$ cat src/rtl/debounce_scanner_pkg.sv
// Shared types and helpers for the time-multiplexed debounce scanner.
package debounce_scanner_pkg;

  // Scan controller states: waiting for a tick, or walking the channels.
  typedef enum logic {
    IDLE = 1'b0,
    SCAN = 1'b1
  } scan_state_t;

  // Ceiling log2 usable in constant expressions (clog2(1) = 0).
  function automatic int clog2(input int value);
    int r;
    r = 0;
    for (int i = 0; i < 31; i++) begin
      if ((1 << i) < value) r = i + 1;
    end
    return r;
  endfunction

  // Channel index width; a single input still gets a 1-bit channel field.
  function automatic int chan_width(input int n);
    return (n > 1) ? clog2(n) : 1;
  endfunction

endpackage

$ cat src/rtl/debounce_scanner_event_fifo.sv
// Small synchronous FIFO for debounce edge events. A push into a full
// queue is still accepted when the head is popped in the same cycle.
module event_fifo
  import debounce_scanner_pkg::*;
#(
  parameter int WIDTH = 4,
  parameter int DEPTH = 4
) (
  input  logic             clk,
  input  logic             rst_n,
  input  logic             push,
  input  logic [WIDTH-1:0] push_data,
  input  logic             pop,
  output logic [WIDTH-1:0] head,
  output logic             full,
  output logic             empty
);

  localparam int AW = (DEPTH > 1) ? clog2(DEPTH) : 1;

  logic [WIDTH-1:0] mem [DEPTH];
  logic [AW-1:0]    wr_ptr;
  logic [AW-1:0]    rd_ptr;
  logic [AW:0]      count;
  logic             do_push;
  logic             do_pop;

  assign full    = (count == (AW+1)'(DEPTH));
  assign empty   = (count == '0);
  assign do_pop  = pop && !empty;
  assign do_push = push && (!full || do_pop);
  assign head    = mem[rd_ptr];

  // Storage, pointers and occupancy; pointers wrap naturally since DEPTH is a power of two.
  always_ff @(posedge clk or negedge rst_n) begin
    if (!rst_n) begin
      for (int i = 0; i < DEPTH; i++) mem[i] <= '0;
      wr_ptr <= '0;
      rd_ptr <= '0;
      count  <= '0;
    end else begin
      if (do_push) begin
        mem[wr_ptr] <= push_data;
        wr_ptr      <= wr_ptr + 1'b1;
      end
      if (do_pop) rd_ptr <= rd_ptr + 1'b1;
      case ({do_push, do_pop})
        2'b10:   count <= count + 1'b1;
        2'b01:   count <= count - 1'b1;
        default: count <= count;
      endcase
    end
  end

endmodule

$ cat src/rtl/debounce_scanner.sv
// Debounce controller: one shared glitch-filter datapath visits every noisy
// input once per scan tick and queues committed level changes as events.
module debounce_scanner
  import debounce_scanner_pkg::*;
#(
  parameter int N_INPUTS      = 8,
  parameter int FILTER_CYCLES = 5,
  parameter int SCAN_DIV      = 16,
  parameter int FIFO_DEPTH    = 4
) (
  input  logic                              clk,
  input  logic                              rst_n,
  input  logic [N_INPUTS-1:0]               in,
  input  logic                              enable,
  output logic [N_INPUTS-1:0]               level,
  output logic                              evt_valid,
  input  logic                              evt_ready,
  output logic [chan_width(N_INPUTS)-1:0]   evt_chan,
  output logic                              evt_rise,
  output logic                              overflow,
  input  logic                              clr_overflow
);

  localparam int CW = chan_width(N_INPUTS);
  localparam int PW = clog2(SCAN_DIV);

  if (SCAN_DIV < N_INPUTS + 2) begin : g_scan_div_check
    $error("SCAN_DIV must be at least N_INPUTS+2");
  end

  logic [N_INPUTS-1:0]      sync1;
  logic [N_INPUTS-1:0]      in_s;
  logic [PW-1:0]            pre_cnt;
  logic                     tick;
  scan_state_t              state;
  logic [CW-1:0]            ch;
  // Only the newest F-1 samples are kept: the oldest one falls out of the
  // window on the very shift that evaluates it, so it is never needed again.
  logic [FILTER_CYCLES-2:0] hist [N_INPUTS];
  logic [N_INPUTS-1:0]      level_q;
  logic [FILTER_CYCLES-1:0] window;
  logic                     scanning;
  logic                     rise_evt;
  logic                     fall_evt;
  logic                     push_evt;
  logic                     fifo_full;
  logic                     fifo_empty;
  logic                     pop_now;
  logic                     drop;
  logic [CW:0]              fifo_head;

  // Two-flop synchronizer on every raw input before the sampler sees it.
  always_ff @(posedge clk or negedge rst_n) begin
    if (!rst_n) begin
      sync1 <= '0;
      in_s  <= '0;
    end else begin
      sync1 <= in;
      in_s  <= sync1;
    end
  end

  assign tick = enable && (pre_cnt == PW'(SCAN_DIV - 1));

  // Scan prescaler: free-runs while enabled, parked at zero otherwise.
  always_ff @(posedge clk or negedge rst_n) begin
    if (!rst_n)       pre_cnt <= '0;
    else if (!enable) pre_cnt <= '0;
    else if (tick)    pre_cnt <= '0;
    else              pre_cnt <= pre_cnt + 1'b1;
  end

  // Shared evaluation datapath for the channel currently selected by ch.
  assign window   = {hist[ch], in_s[ch]};
  assign scanning = (state == SCAN);
  assign rise_evt = scanning && (&window) && !level_q[ch];
  assign fall_evt = scanning && !(|window) && level_q[ch];
  assign push_evt = rise_evt || fall_evt;

  // Scan FSM with history and debounced level updates for the visited channel.
  always_ff @(posedge clk or negedge rst_n) begin
    if (!rst_n) begin
      state   <= IDLE;
      ch      <= '0;
      level_q <= '0;
      for (int i = 0; i < N_INPUTS; i++) hist[i] <= '0;
    end else begin
      case (state)
        IDLE: begin
          if (tick) begin
            state <= SCAN;
            ch    <= '0;
          end
        end
        SCAN: begin
          hist[ch] <= window[FILTER_CYCLES-2:0];
          if (rise_evt) level_q[ch] <= 1'b1;
          if (fall_evt) level_q[ch] <= 1'b0;
          if (ch == CW'(N_INPUTS - 1)) begin
            state <= IDLE;
            ch    <= '0;
          end else begin
            ch <= ch + 1'b1;
          end
        end
        default: begin
          state <= IDLE;
          ch    <= '0;
        end
      endcase
    end
  end

  assign pop_now = evt_ready && !fifo_empty;
  assign drop    = push_evt && fifo_full && !pop_now;

  event_fifo #(
    .WIDTH (CW + 1),
    .DEPTH (FIFO_DEPTH)
  ) u_event_fifo (
    .clk       (clk),
    .rst_n     (rst_n),
    .push      (push_evt),
    .push_data ({ch, rise_evt}),
    .pop       (evt_ready),
    .head      (fifo_head),
    .full      (fifo_full),
    .empty     (fifo_empty)
  );

  // Sticky overflow: a drop in the same cycle beats a clear request.
  always_ff @(posedge clk or negedge rst_n) begin
    if (!rst_n)            overflow <= 1'b0;
    else if (drop)         overflow <= 1'b1;
    else if (clr_overflow) overflow <= 1'b0;
  end

  assign level     = level_q;
  assign evt_valid = !fifo_empty;
  assign evt_chan  = fifo_head[CW:1];
  assign evt_rise  = fifo_head[0];

endmodule

$ cat config.mk
export PLATFORM = sky130hd
export DESIGN_NAME = debounce_scanner
export DESIGN_NICKNAME = d
export VERILOG_FILES = /design/src/rtl/debounce_scanner_pkg.sv /design/src/rtl/debounce_scanner_event_fifo.sv /design/src/rtl/debounce_scanner.sv
export SDC_FILE = /design/constraint.sdc
export NUM_CORES = 1
export LEC_CHECK = 0
export ABC_AREA = 1
export BUFFER_PORTS_ARGS = -buffer_cell sky130_fd_sc_hd__buf_4
export CAP_MARGIN = 30
export CORE_MARGIN = 8
export CORE_UTILIZATION = 55
export CTS_CLUSTER_SIZE = 8
export DETAILED_ROUTE_END_ITERATION = 16
export PLACE_DENSITY = 0.81
export SLEW_MARGIN = 25
export SYNTH_ARGS = -nofsm -noshare
export SYNTH_HDL_FRONTEND = slang
export SYNTH_SLANG_ARGS = --single-unit
$ cat constraint.sdc
create_clock -name clk -period 3.12 [get_ports clk]
set_clock_uncertainty 0.15 [all_clocks]
set_input_delay 0.78 -clock clk [delete_from_list [all_inputs] [get_ports clk]]
set_output_delay 0.78 -clock clk [all_outputs]
set_load 0.02 [all_outputs]
After elaboration in Yosys (flattened, before gate mapping)
Index checks and enable logic that the tools add are counted.
{ "word_totals": {"mem_bits_rw": 0, "mem_bits_ro": 0, "wordCells": 104, "latch_bits": 0, "input_bits": 13, "n_memories": 0, "out_inout_bits": 14, "regBits": 88} }
{ "op_classes": {"mul": 0, "muxes": 32, "bitwise": 7, "n_reduce_logical": 24, "n_div": 0, "n_lt_le_gt_ge": 7, "eq_ne": 6, "n_addsub": 6, "n_shift": 0} }
{ "ops": {"columns": ["cell", "count"], "rows": [
  ["bitwise mux 32 bit", 1],
  ["two-way mux 4 bit", 8],
  ["two-way mux 8 bit", 3],
  ["bitwise mux 16 bit", 1],
  ["binary-select mux 4 bit (select 3 bit)", 1],
  ["demux 4 bit (select 3 bit)", 1],
  ["logical AND 1 bit", 12],
  ["one-hot mux 3 bit (2 select lines)", 2],
  ["AND 8 bit", 1],
  ["binary-select mux 4 bit (select 2 bit)", 1],
  ["demux 4 bit (select 2 bit)", 1],
  ["inverter 8 bit", 1],
  ["OR 8 bit", 1],
  ["two-way mux 1 bit", 7],
  ["adder 3 x 1 -> 3 bit, second input constant", 2],
  ["binary-select mux 1 bit (select 3 bit)", 2],
  ["== test 3 bit, second input constant", 2],
  [">= comparator 3 bit, second input constant", 2],
  ["two-way mux 3 bit", 2],
  ["inverter 2 -> 3 bit", 2],
  ["zero test 1 bit", 5],
  ["AND reduction 5 bit", 1],
  ["OR reduction 5 bit", 1],
  ["adder 2 x 1 -> 2 bit, second input constant", 2],
  ["18 further kinds", 20]
]} }

Logic depth before layout (Yosys ltp)
{ "logic_depth": {"word_depth": 12, "ltp_mapped": 19, "ltp_nobuf": 18} }

Cells and area by module
Synthesis repeated with hierarchy kept, for this count alone.
{ "unflattened": {"cells_unflattened": 518, "area_unflattened_um2": 4345.4} }
{ "modules_own_cells": {"columns": ["module", "seq_area_each_um2", "cells_each", "area_each_um2", "instances"], "rows": [
  ["debounce_scanner", 1626.6, 377, 3116.7, 1],
  ["event_fifo", 575.6, 141, 1228.7, 1]
]} }

Least setup slack after synthesis
OpenSTA, ideal clock, no wires.
{ "synth_path": {"path_kind": "input to register", "start": "input evt_ready", "end": "register u_event_fifo.count[2]", "required_ns": 2.839, "path_buffers": 1, "setup_ns": 0.131, "arrival_ns": 2.327, "path_stages": 10, "path_slack_ns": 0.512, "cell_sequence": "inv_1 > nand3_1 > clkbuf_1 > nand2_1 > ha_1 > inv_1 > fa_1 > a21oi_1 > o21ai_0 > xor2_1"} }
{ "synth_via": {"elab_chain_cells": 5, "elab_cells_between_ends": 7, "classes_between": "2 x eq/ne; 1 x mux; 4 x reduce/logical"} }
{ "synth_lines": {"columns": ["item", "line", "rtl"], "rows": [
  ["start: declaration", "debounce_scanner.sv:17", "input logic evt_ready,"],
  ["logical AND 1 bit (*)", "debounce_scanner_event_fifo.sv:30", "assign do_pop = pop && !empty;"],
  ["logical OR 1 bit", "debounce_scanner_event_fifo.sv:31", "assign do_push = push && (!full || do_pop);"],
  ["logical AND 1 bit", "debounce_scanner_event_fifo.sv:31", null],
  ["== test 2 x 1 -> 1 bit or == test 2 bit (tied branches)", "debounce_scanner_event_fifo.sv:47", "case ({do_push, do_pop})"],
  ["one-hot mux 3 bit (2 select lines) or nonzero test 2 bit (tied branches)", null, null],
  ["end signal: assignment", "debounce_scanner_event_fifo.sv:48", "2'b10: count <= count + 1'b1;"],
  ["end signal: assignment", "debounce_scanner_event_fifo.sv:49", "2'b01: count <= count - 1'b1;"],
  ["end signal: assignment", "debounce_scanner_event_fifo.sv:50", "default: count <= count;"],
  ["end: declaration", "debounce_scanner_event_fifo.sv:24", "logic [AW:0] count;"]
]} }
Every way passes the cells marked *; elsewhere a longest branch is shown, timed or not.
A chain may end at the register's enable or synchronous reset.

Worst setup path after layout
{ "layout_path": {"start": "register ch[2]", "end": "register u_event_fifo.count[1]"} }
{ "layout_via": {"elab_chain_cells": 12, "elab_cells_between_ends": 22, "classes_between": "2 x eq/ne; 8 x mux; 1 x bitwise; 11 x reduce/logical"} }
{ "layout_lines": {"columns": ["item", "line", "rtl"], "rows": [
  ["start: declaration", "debounce_scanner.sv:36", "logic [CW-1:0] ch;"],
  ["start signal: assignment", "debounce_scanner.sv:103", "ch <= ch + 1'b1;"],
  ["inverter 3 -> 4 bit (not written as such)", "debounce_scanner.sv:74", "assign window = {hist[ch], in_s[ch]};"],
  ["binary-select mux 4 bit (select 3 bit)", "debounce_scanner.sv:74", null],
  ["two-way mux 4 bit (not written as such) (2 in a row)", "debounce_scanner.sv:74", null],
  ["OR reduction 5 bit", "debounce_scanner.sv:77", "assign fall_evt = scanning && !(|window) && level_q[ch];"],
  ["zero test 1 bit", "debounce_scanner.sv:77", null],
  ["logical AND 1 bit (2 in a row)", "debounce_scanner.sv:77", null],
  ["logical OR 1 bit (*)", "debounce_scanner.sv:78", "assign push_evt = rise_evt || fall_evt;"],
  ["logical AND 1 bit (*)", "debounce_scanner_event_fifo.sv:31", null],
  ["== test 2 x 1 -> 1 bit or == test 2 bit (tied branches)", "debounce_scanner_event_fifo.sv:47", null],
  ["one-hot mux 3 bit (2 select lines) or nonzero test 2 bit (tied branches)", null, null]
]} }
Every way passes the cells marked *; elsewhere a longest branch is shown, timed or not. The select of a mux whose other input is x is not followed.

==> flow_summary.ini <==
[outcome]
status = completed

[finish]
areaGrowthSynthToFinish_pct = 12.54
mostFrequentLayoutCells = 160 x nand2_1, 85 x dfrtp_1, 61 x inv_1
final_common_cell = nand2_1
n_antenna_cell = 0
finalInstanceArea_um2 = 4841
drive_gt1_frac = 0.1682
fillCellCount = 684
layout.nets = 564

[synth]
synth_warnings = 0
netlist_area_um2 = 4302
synth_seq_cells = 88
syn_avg_cell_area_um2 = 8.451
synth.top_cell.area_share = 0.5119
synth.distinct_cells = 28
syn-num-nets = 531
yosys.area.top_type = dfrtp_1
syn_inst = 509
seq_area_frac_synth = 0.5119
synth_area_leaders = dfrtp_1 51%, nand2_1 14%, o21ai_0 5.8%

[floorplan]
io_pins = 27
fp.dieH_um = 104.4
core_um2 = 7647
die_area_um2 = 10910
rows = 32
start_util = 0.5625
die_x_um = 104.4

[worst_setup_path]
timing.rr.start = ch[2]
criticalPathCategory = register to register
endpoint = u_event_fifo.count[1]
start_kind = register
reg2regPathDepth = 14
cp_data_arrival_time_ns = 3.02
regToRegEndpoint = u_event_fifo.count[1]
end_kind = register
cp_max_fo = 10
startpoint = ch[2]
reg2reg_slack_ns = 0.24
cp.required_ns = 3.25

[worst_hold_path]
hold_class = register to register
whs_path_depth = 0

[grt]
grt_start_max_net_pins = 52
grt_pass1_vias = 3521
grt_antenna_before_repair = 0
grt_use_total = 0.1853
grt_pass1_wl_um = 16550
overflow = 0

[sta]
max_clock_freq_mhz = 346.9
setup-violations-final = 0
maxSlewViolCount = 0
period_share = 0.9240
relSlewSlack = 0.6340
worstMarginPinSlew_ns = 0.5485
period_needed_ns = 2.883
hold_violations = 0
holdWs_ns = 0.2027

[clocking]
cts_hold_buf = 0
numCtsBuffers = 9
clock-sinks = 88
cts_tree = built
worst_skew_pair.late_latency_ns = 0.36
cts.clk_slew.worst_paths_ns = 0.09
cts_root_buf = clkbuf_8
htree_num_levels = 3
clk_path_buf_depth = 2

[place]
place_area_um2 = 4553
port_buffers = 26
detailed_place_hpwl_um = 6684
place.gp.congestion = 0.9139

[power_and_ir_drop]
total_power_w = 0.002535
irDropWorstVdd_v = 0.0003586
p_leak_nw = 2.405
p_per_area_nw_per_um2 = 523.7

[routing]
num_vias = 3418
drtIter0Drc = 147
viasPerCell = 5.267
wl_per_cell_um = 14.71
ant_nets = 0
drc_errors = 0
dr.pass1.iters = 5
wirelength_um = 9549

[run]
drv_cap = 0
[power by group]
| group | switching, W | internal (W) | leakage [nW] |
|---|---|---|---|
| Sequential | 0.0000447 | 0.00119 | 1.17 |
| Clock | 0.000410 | 0.000455 | 0.103 |
| Combinational | 0.000273 | 0.000163 | 1.13 |
| Total | 0.000728 | 0.00181 | 2.40 |
[stage by stage]
| step | util | setup TNS [ns] | worst slack, ns | instances |
|---|---|---|---|---|
| after global placement | 0.5954 | 0 | 0.09868 | 628 |
| after detailed placement | 0.5954 | 0 | 0.06125 | 628 |
| after floorplan | - | 0 | 0.5125 | 509 |
| after global routing | 0.6330 | -0.006247 | -0.006247 | 649 |
| after CTS | 0.6242 | 0 | 0.02605 | 644 |
| final | 0.6330 | 0 | 0.2370 | 649 |
[layer usage]
metal | GRT usage | wire [um] | vias to the layer above
met3 | 0.04461 | 490 | 13
li1 | - | - | 1673
met5 | 0 | 0 | -
met2 | 0.3065 | 4739 | 99
met1 | 0.2279 | 4149 | 1633
met4 | 0.07135 | 170 | 0
[synthesized netlist by cell type (all sizes together)]
cell type,count
inv,67
a21oi,10
xor2,4
a21boi,1
ha,8
xnor2,1
nand4,16
nand3,29
nand2,174
dfrtp,88
o21ai,52
fa,1
o22ai,5
clkbuf,3
buf,11
nor2,39
[state kept, by name, summed over array words and instances (netlist names), named ones only]
register             cells
hist                    32
pre_cnt                  4
overflow                 1
u_event_fifo.rd_ptr      2
sync1                    8
u_event_fifo.count       3
scanning                 1
level                    4
u_event_fifo.wr_ptr      2
in_s                     8
u_event_fifo.mem        16
ch                       3
[worst min-delay path by stage]
stage,slack (ns),from,to
after global routing,0.21,sync1[6],in_s[6]
after CTS,0.20,sync1[0],in_s[0]
final,0.20,sync1[0],in_s[0]
after floorplan,0.18,sync1[0],in_s[0]
after detailed placement,0.18,sync1[3],in_s[3]
after global placement,0.18,sync1[0],in_s[0]
[timing repair]
action                     CTS  global route
hold endpoints to repair     0             0
resized for setup            0            12
setup endpoints to repair    0             2
setup buffers                0             5
[critical path: stages (launching register included)]
cell and delay [ns]:
dfrtp_2 0.51, nand2_4 0.12, clkinvlp_4 0.16, nand3_1 0.12, nand2_1 0.11, nor2_4 0.27, nand2_2 0.10, nor2_4 0.13
nand2_4 0.08, nand2_8 0.07, nand2_1 0.08, ha_1 0.19, inv_1 0.10, fa_1 0.43, o21ai_0 0.17
[cell families (layout without fill, tap and decap cells)]
logic type	after synthesis	in the layout	share of synthesized area
compound gates	68	68	0.08115
xor+xnor	5	5	0.01018
fa+ha+maj	9	9	0.02792
buf+inv	81	119	0.08668
flops	88	88	0.5119
simple gates	258	258	0.2821
[area by class of cell]
type	count	area [um2]	area share
clock buffer	10	127.6	0.02636
timing repair buffer	36	295.3	0.06100
clock inverter	6	92.59	0.01913
sequential	88	2206	0.4557
multi-input combinational	340	1732	0.3577
inverter	67	260.3	0.05376
tap	102	127.6	0.02636
Power figures use the tool's default switching activity.
